## config.mk

```make
export PLATFORM = sky130hd
export DESIGN_NAME = trax_link_sequencer
export DESIGN_NICKNAME = d
export VERILOG_FILES = /design/src/rtl/trax_link_pkg.sv /design/src/rtl/trax_link_timer.sv /design/src/rtl/trax_link_sequencer.sv
export SDC_FILE = /design/constraint.sdc
export NUM_CORES = 1
export LEC_CHECK = 0
export ABC_AREA = 1
export ABC_CLOCK_PERIOD_IN_PS = 2200
export CELL_PAD_IN_SITES_DETAIL_PLACEMENT = 0
export CELL_PAD_IN_SITES_GLOBAL_PLACEMENT = 1
export CORE_MARGIN = 2
export CORE_UTILIZATION = 31
export CTS_CLUSTER_DIAMETER = 150
export DETAILED_ROUTE_END_ITERATION = 8
export PLACE_DENSITY_LB_ADDON = 0.1
export SYNTH_ARGS = -nofsm -noshare
export SYNTH_HDL_FRONTEND = slang
export SYNTH_SLANG_ARGS = --single-unit
export TNS_END_PERCENT = 50
```

## constraint.sdc

```tcl
create_clock -name clock -period 2.2 [get_ports clock]
set_input_delay 0.33 -clock clock [delete_from_list [all_inputs] [get_ports clock]]
set_output_delay 0.33 -clock clock [all_outputs]
set_load 0.01 [all_outputs]
```

## src/rtl/trax_link_pkg.sv

```systemverilog
// trax_link_pkg: shared move width and link sequencer state encoding
package trax_link_pkg;
  localparam int MOVE_W = 22;
  typedef enum logic [1:0] {SYNC, LOCAL, WAIT, ERROR} link_state_t;
endpackage

```

## src/rtl/trax_link_timer.sv

```systemverilog
// trax_link_timer: reply timeout counter; ports clock/reset, clr (force to 0), en (count), tc (terminal-count pulse)
module trax_link_timer #(
  parameter int TIMEOUT_CYCLES = 50_000_000
) (
  input  logic clock,
  input  logic reset,
  input  logic clr,
  input  logic en,
  output logic tc
);
  localparam int W = TIMEOUT_CYCLES > 1 ? $clog2(TIMEOUT_CYCLES) : 1;
  localparam logic [W-1:0] LAST = W'(TIMEOUT_CYCLES - 1);
  logic [W-1:0] count;
  assign tc = en && count == LAST;
  always_ff @(posedge clock or posedge reset)
    if (reset) count <= '0;
    else count <= (clr || tc) ? '0 : en ? count + 1'b1 : count;
endmodule

```

## src/rtl/trax_link_sequencer.sv

```systemverilog
// trax_link_sequencer: TRAX turn/link controller between game logic and transceiver (retry logic under TRAX_LINK_RETRY_EN)
// Ports: clock, reset (async high); local_move/local_move_valid from game; rx_move/rx_color/rx_done from transceiver;
// tx_move/tx_start to transceiver; remote_move/remote_move_valid to game; my_turn, my_color, link_error status.
module trax_link_sequencer
  import trax_link_pkg::*;
#(
  parameter int TIMEOUT_CYCLES = 50_000_000,
  parameter int MAX_RETRY      = 3
) (
  input  logic              clock,
  input  logic              reset,
  input  logic [MOVE_W-1:0] local_move,
  input  logic              local_move_valid,
  input  logic [MOVE_W-1:0] rx_move,
  input  logic              rx_color,
  input  logic              rx_done,
  output logic [MOVE_W-1:0] tx_move,
  output logic              tx_start,
  output logic [MOVE_W-1:0] remote_move,
  output logic              remote_move_valid,
  output logic              my_turn,
  output logic              my_color,
  output logic              link_error
);
  link_state_t state, nxt;
  logic [MOVE_W-1:0] tx_move_n, rm_n;
  logic tx_start_n, rmv_n, color_n, have_remote, have_n, dup;
  assign dup = have_remote && rx_move == remote_move;
  assign my_turn = state == LOCAL;
  assign link_error = state == ERROR;
`ifdef TRAX_LINK_RETRY_EN
  localparam int RW = MAX_RETRY > 0 ? $clog2(MAX_RETRY + 1) : 1;
  localparam logic [RW-1:0] MAXR = RW'(MAX_RETRY);
  logic [RW-1:0] retries, retries_n;
  logic tc, tmr_clr;
  // A duplicate right after our own pulse is dropped so tx_start never fires back to back.
  assign tmr_clr = state != WAIT || (rx_done && dup && !tx_start);
  trax_link_timer #(.TIMEOUT_CYCLES(TIMEOUT_CYCLES)) u_timer (
    .clock(clock),
    .reset(reset),
    .clr(tmr_clr),
    .en(state == WAIT),
    .tc(tc)
  );
  always_ff @(posedge clock or posedge reset)
    if (reset) retries <= '0;
    else retries <= retries_n;
`else
  logic unused_cfg;
  assign unused_cfg = ^{TIMEOUT_CYCLES, MAX_RETRY};
`endif
  always_ff @(posedge clock or posedge reset)
    if (reset) state <= SYNC;
    else state <= nxt;
  always_ff @(posedge clock or posedge reset)
    if (reset) begin
      tx_move <= '0;
      tx_start <= 1'b0;
      remote_move <= '0;
      remote_move_valid <= 1'b0;
      my_color <= 1'b0;
      have_remote <= 1'b0;
    end else begin
      tx_move <= tx_move_n;
      tx_start <= tx_start_n;
      remote_move <= rm_n;
      remote_move_valid <= rmv_n;
      my_color <= color_n;
      have_remote <= have_n;
    end
  always_comb begin
    nxt = state;
    tx_move_n = tx_move;
    tx_start_n = 1'b0;
    rm_n = remote_move;
    rmv_n = 1'b0;
    color_n = my_color;
    have_n = have_remote;
`ifdef TRAX_LINK_RETRY_EN
    retries_n = retries;
`endif
    case (state)
      SYNC:
        if (rx_done) begin
          rm_n = rx_move;
          color_n = ~rx_color;
          rmv_n = 1'b1;
          have_n = 1'b1;
          nxt = LOCAL;
        end else if (local_move_valid) begin
          color_n = 1'b0;
          tx_move_n = local_move;
          tx_start_n = 1'b1;
`ifdef TRAX_LINK_RETRY_EN
          retries_n = '0;
`endif
          nxt = WAIT;
        end
      LOCAL:
        if (rx_done && !dup) nxt = ERROR;
        else if (local_move_valid) begin
          tx_move_n = local_move;
          tx_start_n = 1'b1;
`ifdef TRAX_LINK_RETRY_EN
          retries_n = '0;
`endif
          nxt = WAIT;
        end
      WAIT:
        if (rx_done && !dup) begin
          rm_n = rx_move;
          rmv_n = 1'b1;
          have_n = 1'b1;
`ifdef TRAX_LINK_RETRY_EN
          retries_n = '0;
`endif
          nxt = LOCAL;
        end
`ifdef TRAX_LINK_RETRY_EN
        else if (rx_done) tx_start_n = !tx_start;
        else if (tc) begin
          if (retries < MAXR) begin
            tx_start_n = 1'b1;
            retries_n = retries + 1'b1;
          end else nxt = ERROR;
        end
`endif
      default: ;
    endcase
  end
endmodule

```

After elaboration in Yosys (flattened, before gate mapping)
Cells that the tools add are included.
{ "word_totals": {"regBits": 50, "wordCells": 52, "output_inout_bits": 49} }
{ "classes": {"n_mux": 24, "reduce_logical": 12, "n_eq_ne": 8, "bitwise": 1} }
{ "ops": {"columns": ["op", "n"], "rows": [
  ["22-bit 2-to-1 mux", 5],
  ["22-bit one-hot mux with 2 select lines", 2],
  ["22-bit == test", 1],
  ["1-bit 2-to-1 mux", 9],
  ["2-bit 2-to-1 mux", 4],
  ["2-bit inequality test, second input constant", 4],
  ["1-bit one-hot mux with 2 select lines", 3],
  ["2-bit one-hot mux with 3 select lines", 1],
  ["3-bit AND reduction", 2],
  ["2-bit nonzero test", 3],
  ["2-bit == test, second input constant", 2],
  ["2-bit AND reduction", 2],
  ["3-bit nonzero test", 1],
  ["2-bit by 1-bit == test with 1-bit output, second input constant", 1],
  ["1-bit logical AND", 2],
  ["2-bit zero test", 1],
  ["1-bit zero test", 1],
  ["1-bit inverter", 1]
]} }

Longest topological paths before layout
{ "depth": {"word_depth": 6, "ltp_mapped": 13, "depth_no_buf": 12} }

Worst setup path before layout
OpenSTA, ideal clock, no wires.
{ "synth_path": {"kind": "reg-to-reg", "start": "reg state[0]", "end": "reg tx_move[0]", "t_required_ns": 2.134, "period_less_slack_ns": 1.663, "n_path_buf": 1, "t_arrival_ns": 1.598, "stages_incl_launch_ff": 9, "setup_slack_ns": 0.537, "path_cell_list": "dfrtp_1 -> inv_1 -> ha_1 -> nand2_1 -> o21ai_0 -> nor2_1 -> clkbuf_1 -> nand3_1 -> nand2_1"} }
{ "synth_between": {"elab_chain_len": 3} }
{ "synth_lines": {"columns": ["element", "line_no", "text"], "rows": [
  ["start, declared", "trax_link_sequencer.sv:25", "link_state_t state, nxt;"],
  ["start signal, assigned", "trax_link_sequencer.sv:54", "else state <= nxt;"],
  ["2-bit by 1-bit == test with 1-bit output / 2-bit zero test (equally long branches)", "trax_link_sequencer.sv:82", "case (state)"],
  ["2-bit inequality test (no line) / 2-bit nonzero test (equally long branches)", null, null],
  ["3-bit AND reduction (no line)", null, null],
  ["end signal, assigned", "trax_link_sequencer.sv:64", "tx_move <= tx_move_n;"],
  ["end, declared", "trax_link_sequencer.sv:17", "output logic [MOVE_W-1:0] tx_move,"]
]} }
Several ways; a longest one is shown, not always the timed one.
A chain may end at the register's enable or synchronous reset.

Worst setup path in the final report
{ "layout_path": {"start": "reg state[1]", "end": "out my_turn"} }
{ "layout_between": {"elab_chain_len": 1} }
{ "layout_lines": {"columns": ["element", "line_no", "text"], "rows": [
  ["2-bit by 1-bit == test with 1-bit output", "trax_link_sequencer.sv:29", "assign my_turn = state == LOCAL;"],
  ["end, declared", "trax_link_sequencer.sv:21", "output logic my_turn,"]
]} }
Every way passes these cells.

==> out/metrics.yaml <==
syn_area_per_cell_um2: 7.179
power.share.clock_pct: 10.6
grt_max_degree: 51
grt_setup_unrepaired: "false"
coreArea_um2: 8175
grt_pass1_vias: 2300
grt_usage_pct: 15.87
syn_inst: 362
synth.most_common_cell: "nand2_1"
worstSkewPairLatency_ns: 0.31
num_rows: 33
viasPerCell: 4.450
clock-sinks: 50
dr_total_vias: 2523
outcome: "finished clean"
die-area_um2: 9132
drv_cap: 0
wl_um: 7097
holdBufCountCts: 0
worstPathRequired_ns: 1.87
initial_core_util_pct: 31.79
drive_gt1_share_pct: 5.628
fillerInstances: 871
worstSetupEndpointType: "output port"
start_kind: "register"
ant_nets: 0
yosys-top-cells-area: "dfrtp_1 48%, nand2_1 23%, nand3_1 10%"
seq_area_frac_synth_pct: 48.15
synthFlopType: "dfrtp_1"
switching_share_pct: 41.31
power_mw: 4.989
post-route-period-util_pct: 91.35
dieWidth_um: 95.56
antenna_found_initial: 0
cts_resized: 0
ys_types: 19
clk_pin_slew_ns: 0.10
yosys.area.top_type: "dfrtp_1"
cts_root_buffer: "clkbuf_8"
power_density_nw_per_um2: 1313
relSlewSlack_pct: 73.09
clk_path_buf_depth: 2
crit_fanout: 7
synth_common_cells: "160 x nand2_1, 53 x nand3_1, 50 x dfrtp_1"
wl_per_cell_um: 12.52
power.leakage_nw: 1.988
p_sw_mw: 2.061
drt_iter0_drc: 68
synth_edf_count: 0
htreeDepth: 2
cts_buffers: 5
pwr-share-seq_pct: 33.9
critPathKind: "reg2out"
area_growth_pct: 46.17
layout.nets: 515
hpwl_um: 5087
post-cts-setup-buffers: 0
intPower_mw: 2.928
ios: 98
grt.overflow.total: 0
synthArstFlopShare_pct: 100.0
peakVddDrop_v: 0.0004857
fin_crit_ns: 2.010
grt_pass1_wl_um: 11210
cp.arrival_ns: 1.68
setup_ws_ns: 0.1904
cts_tree: "done"
place_ws_ns: -0.002599
tightest_slew_ns: 0.4022
num_antenna_cells: 0
netlist_area_um2: 2599
fmax_ghz: 0.4976
die_y_um: 95.56
route.detailed.drc: 0
skew_ns: 0.009125
hold_viol: 0
r2r_cells: 8
synth_seq_cells: 50
power.share.combinational_pct: 55.5
port_buffers: 97
holdCritPathClass: "in2async"
syn_nets: 415
setup_viol: 0
yosysWarnings: 0
place_congestion: 0.8354
slew_viol_final: 0
first_pass_iters: 4
yosysTopAreaCellShare_pct: 48.15
final timing paths:
check,startpoint,to,slack [ns]
worst max-delay path,state[1],my_turn,0.19
worst min-delay path,reset,tx_move[9],0.36
worst max register to register,state[0],tx_move[17],0.32
worst min register to register,have_remote,have_remote,0.47
max in group asynchronous,reset,remote_move[14],1.58
min in group clock,have_remote,have_remote,0.47
state kept, by name (all words and copies together), names as in the netlist:
signal	cells
have_remote	1
my_color	1
tx_start	1
remote_move_valid	1
state	2
remote_move	22
tx_move	22
kinds of logic (layout without fill, tap and decap cells):
family	after synthesis	in the layout	synth area share, %
xor gates and xnor gates	1	1	0.3371
and+or+nand+nor	238	238	38.08
DFF	50	50	48.15
adders and majority gates	4	4	1.926
AOI/OAI and AO/OA	10	10	2.070
buffers and inverters	59	159	9.436
layout by cell type, fill, tap and decap left out, drive strengths merged:
master	instances
nand3	55
ha	4
clkdlybuf4s50	97
xnor2	1
nor2	19
inv	47
o21ai	9
clkinv	2
a21oi	1
buf	8
nand2	164
dfrtp	50
clkbuf	5
area by class of cell:
| cell class | count | area (um^2) | area share, % |
|---|---|---|---|
| tap | 105 | 131.4 | 3.459 |
| clock buffer | 5 | 68.82 | 1.812 |
| timing repair buffer | 105 | 1056 | 27.80 |
| clock inverter | 2 | 10.01 | 0.2635 |
| multi-input combinational | 253 | 1105 | 29.08 |
| sequential | 50 | 1251 | 32.94 |
| inverter | 47 | 176.4 | 4.644 |
routing by layer:
metal	vias up	wire, um	global-route usage (%)
met5	-	0	0
met2	57	3316	25.06
met3	6	347	3.794
met4	0	76	4.286
li1	1295	-	-
met1	1165	3356	21.77
metrics by stage:
step           hold slack [ns]  std cells  setup TNS, ns  instance area (um^2)  util (%)
2_1_floorplan           0.4337        362              0                  2599         -
3_3_place_gp            0.4480        560        -0.1056                  3717     45.47
3_5_place_dp            0.4518        560      -0.002599                  3717     45.47
4_1_cts                 0.3803        567              0                  3796     46.43
5_1_grt                 0.3973        567              0                  3799     46.46
6_report                0.3624        567              0                  3799     46.46
power by group through the flow:
stage / Clock (mW) / Combinational [mW] / Sequential, mW
2_1_floorplan: 0 / 1.34 / 1.86
3_3_place_gp: 0 / 2.79 / 1.71
3_5_place_dp: 0 / 2.81 / 1.71
4_1_cts: 0.557 / 2.82 / 1.70
5_1_grt: 0.582 / 3.14 / 1.76
6_report: 0.529 / 2.77 / 1.69
critical path, stage by stage, from the launching register on:
cell and delay, ns:
dfrtp_1 0.43, inv_1 0.12, ha_2 0.26, clkdlybuf4s50_1 0.56
No activity file was read; power rests on OpenSTA's default activity.
==> edit (same flow settings) <==
The option `TRAX_LINK_RETRY_EN` is turned on by a define.
--- a/src/rtl/trax_link_sequencer.sv
+++ b/src/rtl/trax_link_sequencer.sv
@@ -1,6 +1,8 @@
 // trax_link_sequencer: TRAX turn/link controller between game logic and transceiver (retry logic under TRAX_LINK_RETRY_EN)
 // Ports: clock, reset (async high); local_move/local_move_valid from game; rx_move/rx_color/rx_done from transceiver;
 // tx_move/tx_start to transceiver; remote_move/remote_move_valid to game; my_turn, my_color, link_error status.
+`define TRAX_LINK_RETRY_EN
+
 module trax_link_sequencer
   import trax_link_pkg::*;
 #(
Behaviour: not the same (a bounded check fails within 10 cycles, from zero or initial values and one cycle with reset high).
==> edit against the unedited design <==
- routed wire length grew 49%
- area after synthesis up 63%
- non-clock buffer count is 11 higher
- critical path type unchanged
- first-iteration DRC count grew to 3.3 times the old value
- power is 38% higher
- global-route usage down 0.46 points
- via count grew 50%
- final area rose by 52%
- sequential power up 34%
- clock power grew 150%
- sequential cell count grew 28
- setup slack worse by 0.092 ns
==> edit: results (changes against the unedited design) <==
Global routing
  • Total track usage: 0.154 (-0.00457)
  • First-pass GRT wire length: 17.6 mm (+57%)
  • Vias in the first global route: 3708 (+61%)
  • Largest net degree at the start of global routing: 79 (+55%)

Routing
  • Initial DRC count: 226 (+230%)
  • Routed len/inst: 12.3 microns (-1.9%)
  • Pre-antenna DRT Iters: 4 (unchanged)
  • Vias per Instance: 4.39 (-1.3%)
  • DRC viols: 0 (unchanged)

Final layout
  • Top flop regs: u_timer.count (26), remote_move (22), tx_move (22)
  • Share of cells above drive strength 1: 0.0803 (+0.0240)
  • Final net count: 736 (+43%)

Synth
  • Cell with the most instances after synthesis: nand2_1
  • Synth cell count leaders: nand2_1, inv_1, dfrtp_1, nor2_1, nand3_1
  • Synth unique cells: 32 (+13)
  • Mapped Nets: 623 (+50%)
  • Fraction of registers with async set/reset: 1.00 (unchanged)
  • Syn. warnings: 0 (unchanged)
  • Seq/Total Area, Yosys: 0.462 (-0.0195)
  • Area contributors post-synth: dfrtp_1, nand2_1, inv_1, nor2_1, nand3_1

Min path
  • Hold/Removal Path Class: in2async

Clock network
  • Cts bufs inserted: 9 (+4)
  • Worst skew pair latency: 0.34 ns (+0.03 ns)
  • Clock transition at path regs: 0.06 ns (-0.04 ns)
  • H-tree depth: 3 (+1)
  • Root cell of the clock tree: clkbuf_16

Power
  • Worst vdd ir: 0.452 mV (-6.9%)
  • P_leak: 0.00281 uW (+42%)

Placement
  • GPL Wtd Cong: 0.777 (-7.0%)
  • Placement Setup Slack: -0.0347 ns (-0.0321 ns)
  • Detail Placement HPWL: 7.85 mm (+54%)

Run status
  • Outcome: finished, final reports clean

Timing
  • Normalized max-slew margin: 0.692 (-0.0394)
  • Layout Skew: 0.00510 ns (-0.00402 ns)

Critical path
  • Critical path peak fanout: 6 (-1)
  • WP data arrival: 1.77 ns (+0.09 ns)
edit: worst max-delay path, stage by stage (launching register included):
cell and delay, ns:
dfrtp_1 0.42, inv_1 0.10, ha_1 0.30, clkdlybuf4s50_1 0.62
edit: path summary, 6_finish.rpt:
check	cells past startpoint	slack (ns)	endpoint	start
max	3	0.1	my_turn	state[1]
min	3	0.44	tx_move[12]	reset
max reg2reg	11	0.35	u_timer.count[22]	state[0]
min reg2reg	2	0.47	have_remote	have_remote
max in group asynchronous	3	1.37	u_timer.count[5]	reset
min in group clock	2	0.47	have_remote	have_remote
edit: final cells by class:
| class | count | area [sq um] |
|---|---|---|
| clock buffers | 13 | 240 |
| clock inverters | 2 | 10.0 |
| fillers | 1378 | 7510 |
| inverters | 84 | 319 |
| multi-input cells | 392 | 1860 |
| flip-flops and latches | 78 | 1950 |
| well taps | 176 | 220 |
| repair buffers | 116 | 1190 |
edit: stage by stage:
step                      area, sq um  std cells
final                            5790        861
after global routing             5790        861
after CTS                        5790        861
after detailed placement         5540        846
after global placement           5540        846
after floorplan                  4230        568
edit: layer usage:
metal / GRT usage / vias to the layer above / wire (microns)
li1: - / 1981 / -
met1: 0.200 / 1725 / 5050
met2: 0.240 / 64 / 4840
met3: 0.0434 / 10 / 511
met4: 0.0654 / 0 / 174
met5: 0 / - / 0
edit: cell families (layout without fill, tap and decap cells):
group / Yosys count / in the layout / share of synthesized area
and+or+nand+nor: 329 / 329 / 0.338
buffers and inverters: 98 / 215 / 0.0986
DFF: 78 / 78 / 0.462
AOI/OAI and AO/OA: 43 / 43 / 0.0542
xor gates and xnor gates: 14 / 14 / 0.0290
adders and majority gates: 6 / 6 / 0.0178
edit: power by group:
part           switching [uW]  internal [uW]  total (uW)
combinational            1670           1640        3310
clock                     566            756        1320
sequential                359           1910        2260
